File: src/rtl/fetch_queue_unit.sv
// ============================================================================
//  Module      : fetch_queue_unit
//  Description : Instruction-fetch front end. Owns the fetch PC, issues
//                single-outstanding requests to instruction memory over a
//                variable-latency strobe handshake, and buffers returned
//                words with their PCs in a circular prefetch queue.
//                Supports redirect/flush with discard of in-flight responses.
//  Ports       : clk, rst                 - clock, synchronous active-high reset
//                fetch_en                 - permits new memory requests
//                imem_req / imem_addr     - request strobe and address
//                imem_valid / imem_rdata  - response strobe and data
//                instr_valid/instr/instr_pc/instr_ready - queue head and pop
//                redirect / redirect_pc   - flush and restart fetch
//                fetch_pc                 - address of the next request
//                fetch_fault              - sticky misaligned-redirect flag
//  Options     : FETCH_ALIGN_CHECK_EN - when defined, a misaligned redirect
//                sets fetch_fault and halts fetch until reset; when not
//                defined, redirect_pc[1:0] is cleared on load and
//                fetch_fault is tied low.
//  Revision    : 1.0 - initial release
// ============================================================================
`timescale 1ns/1ps
`default_nettype none

module fetch_queue_unit #(
    parameter int unsigned     XLEN      = 64,
    parameter int unsigned     ILEN      = 32,
    parameter logic [XLEN-1:0] RESET_PC  = '0,
    parameter int unsigned     PC_STEP   = 4,
    parameter int unsigned     BUF_DEPTH = 2
) (
    input  logic            clk,
    input  logic            rst,
    input  logic            fetch_en,
    output logic            imem_req,
    output logic [XLEN-1:0] imem_addr,
    input  logic            imem_valid,
    input  logic [ILEN-1:0] imem_rdata,
    output logic            instr_valid,
    output logic [ILEN-1:0] instr,
    output logic [XLEN-1:0] instr_pc,
    input  logic            instr_ready,
    input  logic            redirect,
    input  logic [XLEN-1:0] redirect_pc,
    output logic [XLEN-1:0] fetch_pc,
    output logic            fetch_fault
);

    localparam int unsigned     c_AW    = $clog2(BUF_DEPTH);
    localparam logic [c_AW+1:0] c_DEPTH = (c_AW+2)'(BUF_DEPTH);
    localparam logic [XLEN-1:0] c_STEP  = XLEN'(PC_STEP);

    localparam logic [1:0] c_S_IDLE = 2'd0;
    localparam logic [1:0] c_S_WAIT = 2'd1;
    localparam logic [1:0] c_S_DROP = 2'd2;

    logic [1:0]      r_state;
    logic [1:0]      w_state_next;
    logic [XLEN-1:0] r_fetch_pc;
    logic [c_AW:0]   r_count;
    logic [c_AW-1:0] r_rd_ptr;
    logic [c_AW-1:0] r_wr_ptr;
    logic [ILEN-1:0] r_ins_mem [BUF_DEPTH];
    logic [XLEN-1:0] r_pc_mem  [BUF_DEPTH];

    logic            w_fault;
    logic            w_push;
    logic            w_pop;
    logic [c_AW+1:0] w_occ_sum;
    logic            w_issue;
    logic [XLEN-1:0] w_fetch_pc_inc;
    logic [XLEN-1:0] w_redirect_pc;

    // ------------------------------------------------------------------
    // Datapath helpers
    // ------------------------------------------------------------------
    assign w_fetch_pc_inc = r_fetch_pc + c_STEP;

    // A response is kept only in WAIT and only if no redirect flushes it.
    assign w_push = (r_state == c_S_WAIT) & imem_valid & ~redirect;
    assign instr_valid = (r_count != '0);
    assign w_pop  = instr_valid & instr_ready;

    // Room check counts this cycle's push but deliberately ignores this
    // cycle's pop, keeping instr_ready off the request path.
    assign w_occ_sum = {1'b0, r_count} + (c_AW+2)'(w_push);
    assign w_issue   = fetch_en & ~redirect & ~w_fault & ~rst
                     & (w_occ_sum < c_DEPTH);

`ifdef FETCH_ALIGN_CHECK_EN
    logic r_fault;

    assign w_redirect_pc = redirect_pc;
    assign w_fault       = r_fault;
    assign fetch_fault   = r_fault;

    always_ff @(posedge clk) begin
        if (rst) begin
            r_fault <= 1'b0;
        end else if (redirect && (redirect_pc[1:0] != 2'b00)) begin
            r_fault <= 1'b1;
        end
    end
`else
    assign w_redirect_pc = redirect_pc & ~(XLEN'(3));
    assign w_fault       = 1'b0;
    assign fetch_fault   = 1'b0;
`endif

    // ------------------------------------------------------------------
    // FSM: state register
    // ------------------------------------------------------------------
    always_ff @(posedge clk) begin
        if (rst) begin
            r_state <= c_S_IDLE;
        end else begin
            r_state <= w_state_next;
        end
    end

    // ------------------------------------------------------------------
    // FSM: next state. w_issue is already false under redirect, so a
    // response arriving with redirect always lands in IDLE.
    // ------------------------------------------------------------------
    always_comb begin
        w_state_next = r_state;
        case (r_state)
            c_S_IDLE: begin
                if (w_issue) w_state_next = c_S_WAIT;
            end
            c_S_WAIT: begin
                if (imem_valid)    w_state_next = w_issue ? c_S_WAIT : c_S_IDLE;
                else if (redirect) w_state_next = c_S_DROP;
            end
            c_S_DROP: begin
                if (imem_valid) w_state_next = w_issue ? c_S_WAIT : c_S_IDLE;
            end
            default: w_state_next = c_S_IDLE;
        endcase
    end

    // ------------------------------------------------------------------
    // FSM: outputs. A back-to-back request from WAIT targets the PC that
    // follows the word being accepted this cycle.
    // ------------------------------------------------------------------
    always_comb begin
        imem_req  = 1'b0;
        imem_addr = r_fetch_pc;
        case (r_state)
            c_S_IDLE: imem_req = w_issue;
            c_S_WAIT: begin
                imem_req = imem_valid & w_issue;
                if (imem_valid) imem_addr = w_fetch_pc_inc;
            end
            c_S_DROP: imem_req = imem_valid & w_issue;
            default:  imem_req = 1'b0;
        endcase
    end

    // ------------------------------------------------------------------
    // Fetch PC
    // ------------------------------------------------------------------
    always_ff @(posedge clk) begin
        if (rst) begin
            r_fetch_pc <= RESET_PC;
        end else if (redirect) begin
            r_fetch_pc <= w_redirect_pc;
        end else if (w_push) begin
            r_fetch_pc <= w_fetch_pc_inc;
        end
    end

    assign fetch_pc = r_fetch_pc;

    // ------------------------------------------------------------------
    // Prefetch queue: pointers and occupancy
    // ------------------------------------------------------------------
    always_ff @(posedge clk) begin
        if (rst || redirect) begin
            r_count  <= '0;
            r_rd_ptr <= '0;
            r_wr_ptr <= '0;
        end else begin
            if (w_push) r_wr_ptr <= r_wr_ptr + c_AW'(1);
            if (w_pop)  r_rd_ptr <= r_rd_ptr + c_AW'(1);
            case ({w_push, w_pop})
                2'b10:   r_count <= r_count + (c_AW+1)'(1);
                2'b01:   r_count <= r_count - (c_AW+1)'(1);
                default: r_count <= r_count;
            endcase
        end
    end

    // Storage needs no reset: entries are only visible while counted.
    always_ff @(posedge clk) begin
        if (w_push) begin
            r_ins_mem[r_wr_ptr] <= imem_rdata;
            r_pc_mem[r_wr_ptr]  <= r_fetch_pc;
        end
    end

    assign instr    = instr_valid ? r_ins_mem[r_rd_ptr] : '0;
    assign instr_pc = instr_valid ? r_pc_mem[r_rd_ptr]  : '0;

endmodule

`default_nettype wire

File: config.mk
export PLATFORM = sky130hd
export DESIGN_NAME = fetch_queue_unit
export DESIGN_NICKNAME = d
export VERILOG_FILES = /design/src/rtl/fetch_queue_unit.sv
export SDC_FILE = /design/constraint.sdc
export NUM_CORES = 1
export LEC_CHECK = 0
export CAP_MARGIN = 0
export CORE_AREA = 2 2 228 174
export CTS_CLUSTER_SIZE = 40
export DETAILED_ROUTE_END_ITERATION = 8
export DIE_AREA = 0 0 230 176
export GPL_TIMING_DRIVEN = 0
export PLACE_DENSITY = 0.63
export RECOVER_POWER = 100
export SYNTH_ARGS = -nofsm -noshare
export SYNTH_HDL_FRONTEND = slang
export SYNTH_SLANG_ARGS = --single-unit
File: constraint.sdc
create_clock -name clk -period 15.9 [get_ports clk]
set_clock_uncertainty 0.15 [all_clocks]
set_input_delay 2.385 -clock clk [delete_from_list [all_inputs] [get_ports clk]]
set_output_delay 2.385 -clock clk [all_outputs]
set_load 0.02 [all_outputs]
==> results.py <==
metrics = {
    "run_status": {
        "status": "finished, violations left",
        "violations": "max-capacitance violations, max-slew violations",
    },
    "sta": {
        "setup_viol": 0,
        "post-route-period-util_pct": 53.0,
        "tns_ns": 0,
        "fin_crit_ns": 8.43,
        "final_hold_viol_count": 0,
        "worst_pin_slew_ns": 1.91,
        "slew_headroom_pct": -27.3,
        "drv_slew": 160,
        "rsz0062_at_grt": "false",
        "timing.fmax_mhz": 119,
    },
    "synthesis": {
        "synthArstFlopShare_pct": 0,
        "synth_area_um2": 11400,
        "synth_edf_count": 188,
        "synth-main-ff-cell": "edfxtp_1",
        "ys_seq_elements": 257,
        "synth.cells.most_frequent": "edfxtp_1, nor2_1, mux2i_1",
        "synth_area_leaders": "edfxtp_1, dfxtp_1, mux2i_1, nor2_1, o21a_1",
        "yosysUniqueCellTypes": 44,
        "yosysTopAreaCell": "edfxtp_1",
        "yosysWarningCount": 0,
        "postSynthAreaPerCell_um2": 11.9,
        "synth.top_cell.area_share_pct": 49.6,
        "postSynthCellCount": 955,
        "synth_most_common_cell": "edfxtp_1",
        "synth_seq_area_share_pct": 61.8,
    },
    "layout": {
        "nets": 1423,
        "final_cells": 1851,
        "area_growth_pct": 42.4,
        "layout-drive-gt1-share_pct": 4.56,
        "fillers": 3621,
    },
    "routing": {
        "drtPass1Iterations": 6,
        "wirelength_um": 39600,
        "vias_per_cell": 4.90,
        "wl_per_cell_um": 21.4,
        "drc": 0,
        "vias": 9077,
        "drtIter0Drc": 572,
        "ant_nets": 0,
    },
    "hold_path": {
        "hold_path.class": "register to register",
        "hp-start": "fetch_pc[63]",
        "holdPathEnd": "r_pc_mem[1][63]",
        "worstHoldPathCells": 0,
    },
    "setup_path": {
        "start_kind": "input port",
        "worstRegToRegCells": 7,
        "cp.arrival_ns": 5.90,
        "critPathRequiredTime_ns": 13.37,
        "r2r_end": "r_pc_mem[0][35]",
        "path_class": "input port to primary output",
        "cp_max_fo": 4,
        "end_kind": "primary output",
        "r2r-start": "r_state[1]",
        "r2r_slack_ns": 10.21,
    },
    "grt": {
        "antenna_found_initial": 5,
        "grt_pass1_vias": 8975,
        "overflow": 0,
        "grt_max_degree": 32,
        "grt_pass1_wl_um": 57300,
        "track_usage_pct": 19.0,
    },
    "power_and_ir_drop": {
        "irDropWorstVdd_v": 0.0000700,
        "p_per_area_nw_per_um2": 97.9,
        "p_leak_nw": 5.96,
    },
    "placed_design": {
        "port_buffers": 317,
        "placedCellCount": 1796,
        "place_congestion": 0.859,
        "dp_hpwl_um": 29700,
    },
    "clocking": {
        "cts_root_buffer": "clkbuf_16",
        "cts_tree": "built",
        "clk_latency_ns": 0.56,
        "cts_buffer_depth": 3,
        "clk_pin_slew_ns": 0.06,
        "cts_setup_buffers": 0,
        "htreeDepth": 1,
        "numClockSinks": 257,
        "numCtsBuffers": 29,
        "cts_hold_buf": 0,
        "cts-resized-gates": 0,
    },
    "die": {
        "start_util_pct": 29.9,
        "num_rows": 62,
        "io_pins": 329,
        "die_h_um": 176,
        "dieArea_um2": 40500,
        "die_x_um": 230,
        "fp.coreArea_um2": 38000,
    },
    "run": {
        "drv_cap": 6,
    },
}
==> layer usage <==
metal	share of wire (%)	global-route usage, %	wire length, µm
met2	45	29.7	17800
met5	0.058	0	23
met1	44	25.5	17500
met3	7.6	5.26	3010
met4	3.1	5.94	1210
==> state kept, by name, summed over array words and instances (netlist names), named ones only <==
| register | cells |
|---|---|
| fetch_pc | 62 |
| r_count | 2 |
| r_wr_ptr | 1 |
| r_state | 2 |
| r_pc_mem | 124 |
| r_ins_mem | 64 |
| r_rd_ptr | 1 |
==> critical path, cell delays in order <==
cell and delay [ns]:
dlygate4sd3_1 0.57, nand4_1 0.28, nor4_1 1.04, nand4_1 0.39, or3_1 0.42, nand2_1 0.08
dlygate4sd3_1 0.71
==> power by group <==
part           switching (mW)  total (mW)  internal (mW)  leakage [nW]
sequential             0.0269       0.761          0.734          2.27
clock                   0.265       0.677          0.412         0.463
combinational          0.0804       0.148         0.0675          3.23
total                   0.373        1.59           1.21          5.96
==> cell families after synthesis <==
kind of cell,count (synthesis),synth area share [%]
other,1,0.0330
adder cells (fa/ha/maj),6,0.660
AO/OA/AOI/OAI,92,5.95
buffers and inverters,78,2.85
flip-flops,257,61.8
multiplexers,99,8.72
XOR/XNOR,55,4.23
AND/OR/NAND/NOR,367,15.8
==> placed cells by master, fill, tap and decap left out, types with 9 or more instances in the layout <==
cell / n
clkdlybuf4s50_1: 68
xor2_1: 33
and3_1: 10
mux2i_1: 98
nor2_1: 153
nand2_1: 48
clkbuf_16: 30
xnor2_1: 22
or3_1: 10
o21a_1: 47
edfxtp_1: 188
nor4_1: 26
and4_1: 11
dfxtp_1: 69
dlygate4sd3_1: 249
nor3_1: 16
inv_1: 11
a311oi_1: 9
nand2b_1: 11
nand4_1: 39
nand3_1: 24
clkbuf_1: 63
a21oi_1: 13
==> worst max-delay path by stage <==
stage / start / endpoint
6_report: imem_valid / imem_addr[59]
5_1_grt: imem_valid / imem_addr[59]
4_1_cts: imem_valid / imem_addr[59]
3_5_place_dp: imem_valid / imem_addr[59]
3_3_place_gp: imem_valid / r_pc_mem[0][39]
2_1_floorplan: imem_valid / r_ins_mem[0][0]
==> through the flow <==
stage          util (%)  hold WS [ns]  power (mW)  cell area [µm²]  setup slack (ns)
2_1_floorplan         -         0.364       0.834            11400              8.43
3_3_place_gp       40.0         0.360       0.933            15200              4.86
3_5_place_dp       40.4         0.369       0.934            15300              7.68
4_1_cts            42.9         0.379        1.62            16300              7.68
5_1_grt            42.6         0.378        1.64            16200              7.37
6_report           42.6         0.370        1.59            16200              7.47
==> layout make-up <==
cell class / instances / area [µm²] / area share (%)
clock buffers: 43 / 840 / 5.18
multi-input cells: 626 / 4040 / 24.9
repair buffers: 323 / 3200 / 19.7
plain buffers: 64 / 270 / 1.67
clock inverters: 10 / 130 / 0.803
inverters: 14 / 52.6 / 0.324
diodes: 2 / 5.00 / 0.0309
well taps: 512 / 641 / 3.95
flip-flops and latches: 257 / 7030 / 43.4
Power figures use the tool's default switching activity.
